$ cat src/rtl/sqrt_pkg.sv
// Shared types and constants for the sqrt engine dispatcher.
// Imported by the interface, the request FIFO and the dispatcher top.
package sqrt_pkg;

  localparam int SQRT_WIDTH = 8;

  localparam int ERR_TIMEOUT  = 0;
  localparam int ERR_SPURIOUS = 1;

  typedef enum logic [1:0] {
    IDLE,
    ISSUE,
    WAIT,
    HOLD
  } state_t;

endpackage

$ cat src/rtl/sqrt_dispatch_if.sv
// Request, result and engine handshakes of the sqrt dispatcher.
// master is the dispatcher side, slave is the environment side.
interface sqrt_dispatch_if
  import sqrt_pkg::*;
#(
  parameter int WIDTH = SQRT_WIDTH
) ();

  logic             in_valid;
  logic             in_ready;
  logic [WIDTH-1:0] in_rad;

  logic             out_valid;
  logic             out_ready;
  logic [WIDTH-1:0] out_rad;
  logic [WIDTH-1:0] out_root;
  logic [WIDTH-1:0] out_rem;

  logic             eng_start;
  logic [WIDTH-1:0] eng_rad;
  logic             eng_busy;
  logic             eng_valid;
  logic [WIDTH-1:0] eng_root;
  logic [WIDTH-1:0] eng_rem;

  modport master (
    input  in_valid, in_rad,
    output in_ready,
    output out_valid, out_rad,
    output out_root, out_rem,
    input  out_ready,
    output eng_start, eng_rad,
    input  eng_busy, eng_valid,
    input  eng_root, eng_rem
  );

  modport slave (
    output in_valid, in_rad,
    input  in_ready,
    input  out_valid, out_rad,
    input  out_root, out_rem,
    output out_ready,
    input  eng_start, eng_rad,
    output eng_busy, eng_valid,
    output eng_root, eng_rem
  );

endinterface

$ cat src/rtl/sqrt_req_fifo.sv
// Radicand request FIFO; power-of-two depth, wrapping pointers.
// Head data is read combinationally from the read pointer.
module sqrt_req_fifo
  import sqrt_pkg::*;
#(
  parameter int WIDTH = SQRT_WIDTH,
  parameter int DEPTH = 4
) (
  input  logic                       clk,
  input  logic                       rst_n,
  input  logic                       push,
  input  logic                       pop,
  input  logic [WIDTH-1:0]           din,
  output logic [WIDTH-1:0]           head,
  output logic                       full,
  output logic                       empty,
  output logic [$clog2(DEPTH+1)-1:0] level
);

  localparam int AW = $clog2(DEPTH);
  localparam int LW = $clog2(DEPTH + 1);

  logic [WIDTH-1:0] mem [DEPTH];
  logic [AW-1:0]    wp, rp;
  logic [LW-1:0]    cnt;

  always_ff @(posedge clk or negedge rst_n) begin
    if (!rst_n) begin
      wp  <= '0;
      rp  <= '0;
      cnt <= '0;
    end else begin
      if (push) wp <= wp + AW'(1);
      if (pop)  rp <= rp + AW'(1);
      if (push && !pop)
        cnt <= cnt + LW'(1);
      else if (pop && !push)
        cnt <= cnt - LW'(1);
    end
  end

  always_ff @(posedge clk) begin
    if (push) mem[wp] <= din;
  end

  assign head  = mem[rp];
  assign full  = (cnt == LW'(DEPTH));
  assign empty = (cnt == '0);
  assign level = cnt;

endmodule

$ cat src/rtl/sqrt_dispatch.sv
// Feeds queued radicands to the sqrt engine one at a time and
// presents tagged results; watches the engine for hangs.
module sqrt_dispatch
  import sqrt_pkg::*;
#(
  parameter int WIDTH   = SQRT_WIDTH,
  parameter int DEPTH   = 4,
  parameter int TIMEOUT = 64
) (
  input  logic                       clk,
  input  logic                       rst_n,
  sqrt_dispatch_if.master            bus,
  output logic [$clog2(DEPTH+1)-1:0] level,
  output logic [1:0]                 err
);

  localparam int WW = $clog2(TIMEOUT + 1);

  state_t           state, nxt;
  logic             push, pop, full, empty;
  logic             wd_exp, spur, tmo, cap;
  logic             stale, start_q;
  logic [WIDTH-1:0] head, rad_q;
  logic [WIDTH-1:0] o_rad, o_root, o_rem;
  logic [WW-1:0]    wd;
  logic [1:0]       err_q;

  sqrt_req_fifo #(
    .WIDTH (WIDTH),
    .DEPTH (DEPTH)
  ) u_fifo (
    .clk   (clk),
    .rst_n (rst_n),
    .push  (push),
    .pop   (pop),
    .din   (bus.in_rad),
    .head  (head),
    .full  (full),
    .empty (empty),
    .level (level)
  );

  assign push         = bus.in_valid && !full;
  assign bus.in_ready = !full;
  assign wd_exp       = (wd == WW'(TIMEOUT - 1));

  always_ff @(posedge clk or negedge rst_n) begin
    if (!rst_n) state <= IDLE;
    else        state <= nxt;
  end

  always_comb begin
    nxt = state;
    unique case (state)
      IDLE:  if (!empty && !bus.eng_busy) nxt = ISSUE;
      ISSUE: nxt = WAIT;
      WAIT:  if (bus.eng_valid) nxt = HOLD;
             else if (wd_exp)   nxt = IDLE;
      HOLD:  if (bus.out_ready) nxt = IDLE;
    endcase
  end

  // A result arriving before the first start after reset belongs to
  // work dropped by that reset, so it is absorbed without an error.
  always_comb begin
    pop           = (state == ISSUE);
    cap           = (state == WAIT) && bus.eng_valid;
    tmo           = (state == WAIT) && !bus.eng_valid && wd_exp;
    spur          = (state != WAIT) && bus.eng_valid && !stale;
    bus.out_valid = (state == HOLD);
  end

  always_ff @(posedge clk or negedge rst_n) begin
    if (!rst_n) begin
      start_q <= 1'b0;
      rad_q   <= '0;
      wd      <= '0;
      o_rad   <= '0;
      o_root  <= '0;
      o_rem   <= '0;
      err_q   <= '0;
      stale   <= 1'b1;
    end else begin
      start_q <= (nxt == ISSUE);
      if (nxt == ISSUE) rad_q <= head;
      wd <= (state == WAIT) ? wd + WW'(1) : '0;
      if (cap) begin
        o_rad  <= rad_q;
        o_root <= bus.eng_root;
        o_rem  <= bus.eng_rem;
      end
      if (tmo)  err_q[ERR_TIMEOUT]  <= 1'b1;
      if (spur) err_q[ERR_SPURIOUS] <= 1'b1;
      if (pop || bus.eng_valid) stale <= 1'b0;
    end
  end

  assign bus.eng_start = start_q;
  assign bus.eng_rad   = rad_q;
  assign bus.out_rad   = o_rad;
  assign bus.out_root  = o_root;
  assign bus.out_rem   = o_rem;
  assign err           = err_q;

endmodule

$ cat src/flat_wrapper.sv
// flat-port wrapper written by rule: the top's interface ports become plain ports
module sqrt_dispatch_flat import sqrt_pkg::*;
#(
  parameter int WIDTH   = SQRT_WIDTH,
  parameter int DEPTH   = 4,
  parameter int TIMEOUT = 64
)
  (clk, rst_n, level, err, bus_in_valid, bus_in_rad, bus_in_ready, bus_out_valid, bus_out_rad, bus_out_root, bus_out_rem, bus_out_ready, bus_eng_start, bus_eng_rad, bus_eng_busy, bus_eng_valid, bus_eng_root, bus_eng_rem);
  sqrt_dispatch_if #(.WIDTH(WIDTH)) bus_i ();
  input  logic clk;
  input  logic rst_n;
  output logic [$clog2(DEPTH+1)-1:0] level;
  output logic [1:0] err;
  input wire logic [$bits(bus_i.in_valid)-1:0] bus_in_valid;
  input wire logic [$bits(bus_i.in_rad)-1:0] bus_in_rad;
  output wire logic [$bits(bus_i.in_ready)-1:0] bus_in_ready;
  output wire logic [$bits(bus_i.out_valid)-1:0] bus_out_valid;
  output wire logic [$bits(bus_i.out_rad)-1:0] bus_out_rad;
  output wire logic [$bits(bus_i.out_root)-1:0] bus_out_root;
  output wire logic [$bits(bus_i.out_rem)-1:0] bus_out_rem;
  input wire logic [$bits(bus_i.out_ready)-1:0] bus_out_ready;
  output wire logic [$bits(bus_i.eng_start)-1:0] bus_eng_start;
  output wire logic [$bits(bus_i.eng_rad)-1:0] bus_eng_rad;
  input wire logic [$bits(bus_i.eng_busy)-1:0] bus_eng_busy;
  input wire logic [$bits(bus_i.eng_valid)-1:0] bus_eng_valid;
  input wire logic [$bits(bus_i.eng_root)-1:0] bus_eng_root;
  input wire logic [$bits(bus_i.eng_rem)-1:0] bus_eng_rem;
  assign bus_i.in_valid = bus_in_valid;
  assign bus_i.in_rad = bus_in_rad;
  assign bus_in_ready = bus_i.in_ready;
  assign bus_out_valid = bus_i.out_valid;
  assign bus_out_rad = bus_i.out_rad;
  assign bus_out_root = bus_i.out_root;
  assign bus_out_rem = bus_i.out_rem;
  assign bus_i.out_ready = bus_out_ready;
  assign bus_eng_start = bus_i.eng_start;
  assign bus_eng_rad = bus_i.eng_rad;
  assign bus_i.eng_busy = bus_eng_busy;
  assign bus_i.eng_valid = bus_eng_valid;
  assign bus_i.eng_root = bus_eng_root;
  assign bus_i.eng_rem = bus_eng_rem;
  sqrt_dispatch #(.WIDTH(WIDTH), .DEPTH(DEPTH), .TIMEOUT(TIMEOUT)) u_core (.clk(clk), .rst_n(rst_n), .bus(bus_i), .level(level), .err(err));
endmodule
$ cat config.mk
export PLATFORM = sky130hd
export DESIGN_NAME = sqrt_dispatch_flat
export DESIGN_NICKNAME = d
export VERILOG_FILES = /design/src/rtl/sqrt_pkg.sv /design/src/rtl/sqrt_dispatch_if.sv /design/src/rtl/sqrt_req_fifo.sv /design/src/rtl/sqrt_dispatch.sv /design/src/flat_wrapper.sv
export SDC_FILE = /design/constraint.sdc
export NUM_CORES = 1
export LEC_CHECK = 0
export CAP_MARGIN = 20
export CORE_AREA = 2 2 85 87
export CTS_CLUSTER_SIZE = 25
export DETAILED_ROUTE_END_ITERATION = 12
export DIE_AREA = 0 0 87 89
export PLACE_DENSITY = 0.82
export SKIP_CTS_REPAIR_TIMING = 1
export SYNTH_ARGS = -nofsm -noshare
export SYNTH_HDL_FRONTEND = slang
export SYNTH_HIERARCHICAL = 1
export SYNTH_SLANG_ARGS = --single-unit
export TNS_END_PERCENT = 1
$ cat constraint.sdc
create_clock -name clk -period 2.7 [get_ports clk]
set_clock_uncertainty 0.2 [all_clocks]
set_input_delay 0.405 -clock clk [delete_from_list [all_inputs] [get_ports clk]]
set_output_delay 0.405 -clock clk [all_outputs]
set_load 0.02 [all_outputs]
**Yosys cells after proc, flatten, opt, wreduce, memory -nomap -nowiden**

Memories as Yosys holds them, arrays and structs flattened. A register that Yosys moved wholly into a read port is not among the register bits.
Index checks and enable logic that the tools add are counted.

- Register bits: 44
- Latch bits: 0
- Memory bits (writable): 32
- ROM bits: 0
- Bits of input ports: 30
- Output and inout port bits: 40
- Word-level logic and storage cells: 56
- Memories: 1

- Add/subtract/negate cells: 5
- Multiply operators: 0
- Divide/modulo/power cells: 0
- $lt $le $gt $ge: 0
- Equal/unequal tests: 7
- Shifts and indexed selects: 0
- Muxes and demuxes: 10
- Bitwise logic cells: 0
- Reduce and logical (&&, ||, !) cells: 21

Memories:

| name | depth | width | read ports | clocked after memory_dff | wr ports | RTL line | source |
|---|---|---|---|---|---|---|---|
| u_core.u_fifo.mem | 4 | 8 | 1 | 1 | 1 | sqrt_req_fifo.sv:23 | `logic [WIDTH-1:0] mem [DEPTH];` |

Operator list:

| kind | count |
|---|---|
| logical AND 1 bit | 9 |
| logical NOT 1 bit | 8 |
| 2-to-1 mux 2 bit | 4 |
| case mux 2 bit (4 select lines) | 1 |
| adder 7 x 1 -> 7 bit (second input constant) | 1 |
| == test 7 x 6 -> 1 bit (second input constant) | 1 |
| 2-to-1 mux 7 bit | 1 |
| 2-to-1 mux 3 bit | 2 |
| adder 2 x 1 -> 2 bit (second input constant) | 2 |
| == test 2 x 1 -> 1 bit (second input constant) | 2 |
| == test 2 bit (second input constant) | 2 |
| adder 3 x 1 -> 3 bit (second input constant) | 1 |
| == test 3 bit (second input constant) | 1 |
| logical NOT 3 bit | 1 |
| subtractor 3 x 1 -> 3 bit (second input constant) | 1 |
| logical NOT 2 bit | 1 |
| 2-to-1 mux 1 bit | 2 |
| inequality test 2 bit (second input constant) | 1 |
| nonzero test 2 bit | 1 |
| logical OR 1 bit | 1 |

**Depth between registers and ports, before layout**

- Depth in word-level cells: 7
- Mapped depth: 9

**Modules after synthesis**

Netlist, hierarchy kept.

By module, submodules not included:

| module | instances | cells each | area an instance (µm²) |
|---|---|---|---|
| sqrt_dispatch | 1 | 118 | 1770.4 |
| sqrt_req_fifo | 1 | 76 | 1547.7 |

**Worst setup path before layout**

Ideal clock, no wire load.

- Path kind: register to register
- From: reg u_core.u_fifo.cnt[2], in the netlist u_core/u_fifo/level[2]
- To: reg u_core.u_fifo.cnt[2], in the netlist u_core/u_fifo/level[2]
- Setup time: 80 ps
- Arrival time: 2005 ps
- Data required time: 2420 ps
- Path slack: 415 ps
- Stages on the path, launching flop included: 9
- Period minus slack after synthesis: 2285 ps
- Cells stage by stage: dfrtp_1 > nor3b_1 > nor2b_1 > ha_1 > inv_1 > fa_1 > xor2_1 > nor2_1 > xor2_1

- Cells in the longest elaborated chain, start to end: 6

Ends and longest elaborated chain:

| what | RTL line | source |
|---|---|---|
| from (decl) | sqrt_req_fifo.sv:25 | `logic [LW-1:0] cnt;` |
| from (signal assigned) | sqrt_req_fifo.sv:36 | `cnt <= cnt + LW'(1);` |
| from (signal assigned) | sqrt_req_fifo.sv:38 | `cnt <= cnt - LW'(1);` |
| == test 3 bit * | sqrt_req_fifo.sv:47 | `assign full = (cnt == LW'(DEPTH));` |
| net u_core.full | sqrt_dispatch.sv:20 | `logic push, pop, full, empty;` |
| logical NOT 1 bit * | sqrt_dispatch.sv:43 | `assign push = bus.in_valid && !full;` |
| logical AND 1 bit * | sqrt_dispatch.sv:43 |  |
| net u_core.push | sqrt_dispatch.sv:20 |  |
| logical NOT 1 bit | sqrt_req_fifo.sv:37 | `else if (pop && !push)` |
| logical AND 1 bit | sqrt_req_fifo.sv:37 |  |
| nonzero test 2 bit (no line) | -- |  |

The timed path passes the listed nets; every way through them passes the cells marked *. The select of a mux whose other input is x is not followed.
A chain may end at the register's enable or synchronous reset.

**Worst setup path after layout**

- From: reg u_core.u_fifo.cnt[0], in the netlist u_core/u_fifo/level[0]
- To: out bus_in_ready

- Cells in the longest elaborated chain, start to end: 2

Ends and longest elaborated chain:

| what | RTL line | source |
|---|---|---|
| == test 3 bit | sqrt_req_fifo.sv:47 |  |
| net u_core.full | sqrt_dispatch.sv:20 |  |
| logical NOT 1 bit | sqrt_dispatch.sv:44 | `assign bus.in_ready = !full;` |
| to (decl) | flat_wrapper.sv:16 | `output wire logic [$bits(bus_i.in_ready)-1:0] bus_in_ready;` |

The timed path passes the listed nets, and every way through them passes these cells.

==> results.md <==
* Count of non-filler cells in the finished layout at 357
* Num CTS Buffers at 9
* Pin slew with the least headroom to its limit at 667 ps
* Final TNS setup at 0 ps
* Slew HR at 55.5%
* NumNets Final at 309
* Routed WL per cell at 16.4 um
* Final hold slack at -39.0 ps
* DRT iter0 DRCs at 61
* Core Util, Final at 64.1%
* Adder-cell share of the synthesized area at 2.87%
* Root Driver: clkbuf_8
* Leak at 0.00172 uW
* Clock power share at 18.7%
* Pwr/cell area at 1160 mW/mm^2
* # fillers at 494
* Synth area leader: dfrtp_1
* Post-synth EDFFs at 32
* Endpoints failing setup at 0
* Final hold violation count at 26
* Cell area after placement at 0.00410 mm^2
* CP Launch Type: flip-flop
* Flop pwr share at 42.0%
* Crit. Startpoint: u_core/u_fifo/level[0]
* Comb power frac at 39.3%
* Crit Path Max Fanout at 5
* Initial antenna violation count at 0
* Num rows at 30
* Die area at 0.00774 mm^2
* WP data required at 2100 ps
* Total track usage at 16.5%
* Die Span X at 87 um
* Vias per inst at 5.17
* Most common library cells after synthesis: dfrtp_1 (51), edfxtp_1 (32), mux2_2 (30)
* Post-Syn Nets at 231
* Sw frac at 32.5%
* CTS Sinks at 84
* Critical Path AT at 1670 ps
* Fmax at 439 MHz
* Worst setup EP type: primary output
* DP HPWL at 4060 um
* Yosys reg bits at 84
* Setup ws final at 422 ps
* Violated checks: hold timing
* Fin. max-slew vios at 0
* Synth Area in Simple Gates at 5.81%
* Int Power at 3380 uW
* Post-Syn Area at 0.00332 mm^2
* Synthesis Warnings at 6
* RR Startpoint: u_core/state[0]
* Post-synthesis mux area share at 17.3%
* First-pass GRT wire length at 9510 um
* CP Class: flip-flop to primary output
* Via count at 1844
* Die height at 89 um
* Main synth FF type: dfrtp_1
* Clock latency on the worst-skew pair at 330 ps
* Psw at 1630 uW
* Top-count cell post-synth: dfrtp_1
* Compound-cell area share of the yosys netlist at 1.73%
* DRC Markers at 0
* Max-cap violations at 0
* Syn-to-layout area delta at 29.9%
* Fin crit period at 2280 ps
* Worst min path class: input pin to async pin
* Final instance area at 0.00431 mm^2
* Status: complete, but fails checks
* Mean Syn Cell Area at 17.1 um^2
* Gate Count Post-Synth at 194
* Worst slack, placed at 334 ps
* Final period util at 84.4%
* CTS clock-pin slew for the worst setup and hold paths at 80 ps
* Clock buffer depth at 2
* Vias in the first global route at 1940
* Maximum vdd drop at 0.000553 V
* Post-synth cell types at 34
* Buffers on Ports at 69
* Combinational family with the most area after synthesis: multiplexers
* Placeable Area at 0.00672 mm^2
* CTS H-tree depth at 3
* IO Count at 70
* DRT antenna net count at 0
* Grt total ovfl at 0
* Starting Density at 49.4%
* Pre-antenna DRT Iters at 6
* Share of layout cells above drive strength 1 at 23.8%
* Final GP Congestion at 0.768
* Post-synth ARST share at 61.9%
* Largest net degree at the start of global routing at 53
* Antenna fix cells at 0
* Synth Area in XOR/XNOR at 2.38%
* Routed wire length at 5840 um
* RSZ-0062 raised after global routing: no
* Area contributors post-synth: dfrtp_1 (38%), edfxtp_1 (29%), mux2_2 (10%)
* Sequential fraction of the synthesis area at 68.2%
* Area share of the largest cell type after synthesis at 38.5%
* CTS tree: done
* Placed cells at 341
==> worst max-delay path, cell delays in order (launching register included) <==
cell and delay, ps:
dfrtp_1 460, nor3b_1 280, inv_1 60, clkdlybuf4s50_1 540
==> per-stage QoR <==
stage	power [uW]	hold slack, ps
after floorplan	3280	-90.6
after global placement	4040	261
after detailed placement	4130	263
after CTS	5080	-8.47
after global routing	5300	9.82
final	5010	-39.0
==> state kept, by name, summed over array words and instances, names as in the netlist <==
name                  count
u_core/bus.eng_start      1
u_core/u_fifo/wp          2
u_core/err                2
u_core/u_fifo/level       3
u_core/bus.eng_rad        8
u_core/stale              1
u_core/state              2
u_core/wd                 7
u_core/bus.out_rem        8
u_core/bus.out_rad        8
u_core/u_fifo/rp          2
u_core/u_fifo/mem        32
u_core/bus.out_root       8
==> power groups by stage <==
stage                     logic (uW)  registers [uW]  clock network (uW)
after floorplan                  932            2340                   0
after global placement          1930            2110                   0
after detailed placement        1980            2140                   0
after CTS                       2000            2120                 968
after global routing            2110            2170                1020
final                           1970            2100                 938
==> layer usage <==
metal / track usage (%) / vias to the layer above / wire length [um]
met1: 20.5 / 930 / 2460
met5: 0 / - / 0
met3: 3.79 / 7 / 298
met4: 7.39 / 0 / 79
met2: 27.8 / 51 / 3000
li1: - / 856 / -
==> cell usage in the layout, fill, tap and decap left out, types with 2 or more instances in the layout <==
master	synthesis	routed
clkinv_2	0	3
dfrtp_1	51	51
mux4_2	8	8
clkbuf_8	0	9
a21oi_1	2	2
ha_1	6	6
bufinv_16	0	2
edfxtp_1	32	32
and2_1	6	6
nor2_1	5	5
o21ai_0	3	3
clkdlybuf4s50_1	0	68
or3_1	2	2
mux2_4	3	3
mux2_2	30	30
nor3b_1	2	2
buf_4	0	3
inv_1	7	7
nand2_1	5	5
nand3_1	3	3
xnor2_1	3	3
xor2_1	6	6
==> kinds of logic after synthesis <==
kind of cell	Yosys count
and+or+nand+nor	31
xor gates and xnor gates	9
muxes	42
DFF	84
adders and majority gates	7
buffers and inverters	12
AOI/OAI and AO/OA	9
==> path summary, 6_finish.rpt <==
path / to / slack (ps) / cells past startpoint
setup / recovery: bus_in_ready / 420 / 3
hold / removal: u_core/bus.out_rad[0] / -40 / 2
setup reg to reg: u_core/u_fifo/level[2] / 540 / 8
hold reg to reg: u_core/err[1] / 280 / 2
max in group asynchronous: u_core/bus.out_root[1] / 1870 / 2
min in group clk: u_core/err[1] / 280 / 2
==> area by class of cell <==
type                       instances  area (um^2)  share of cell area (%)
clock inverter                     7         90.1                    2.09
multi-input combinational         98          997                    23.1
tap                               80          100                    2.32
timing repair buffer              72          708                    16.4
sequential                        84         2260                    52.5
inverter                           7         26.3                   0.610
clock buffer                       9          124                    2.87
(Power assumes the default switching activity.)
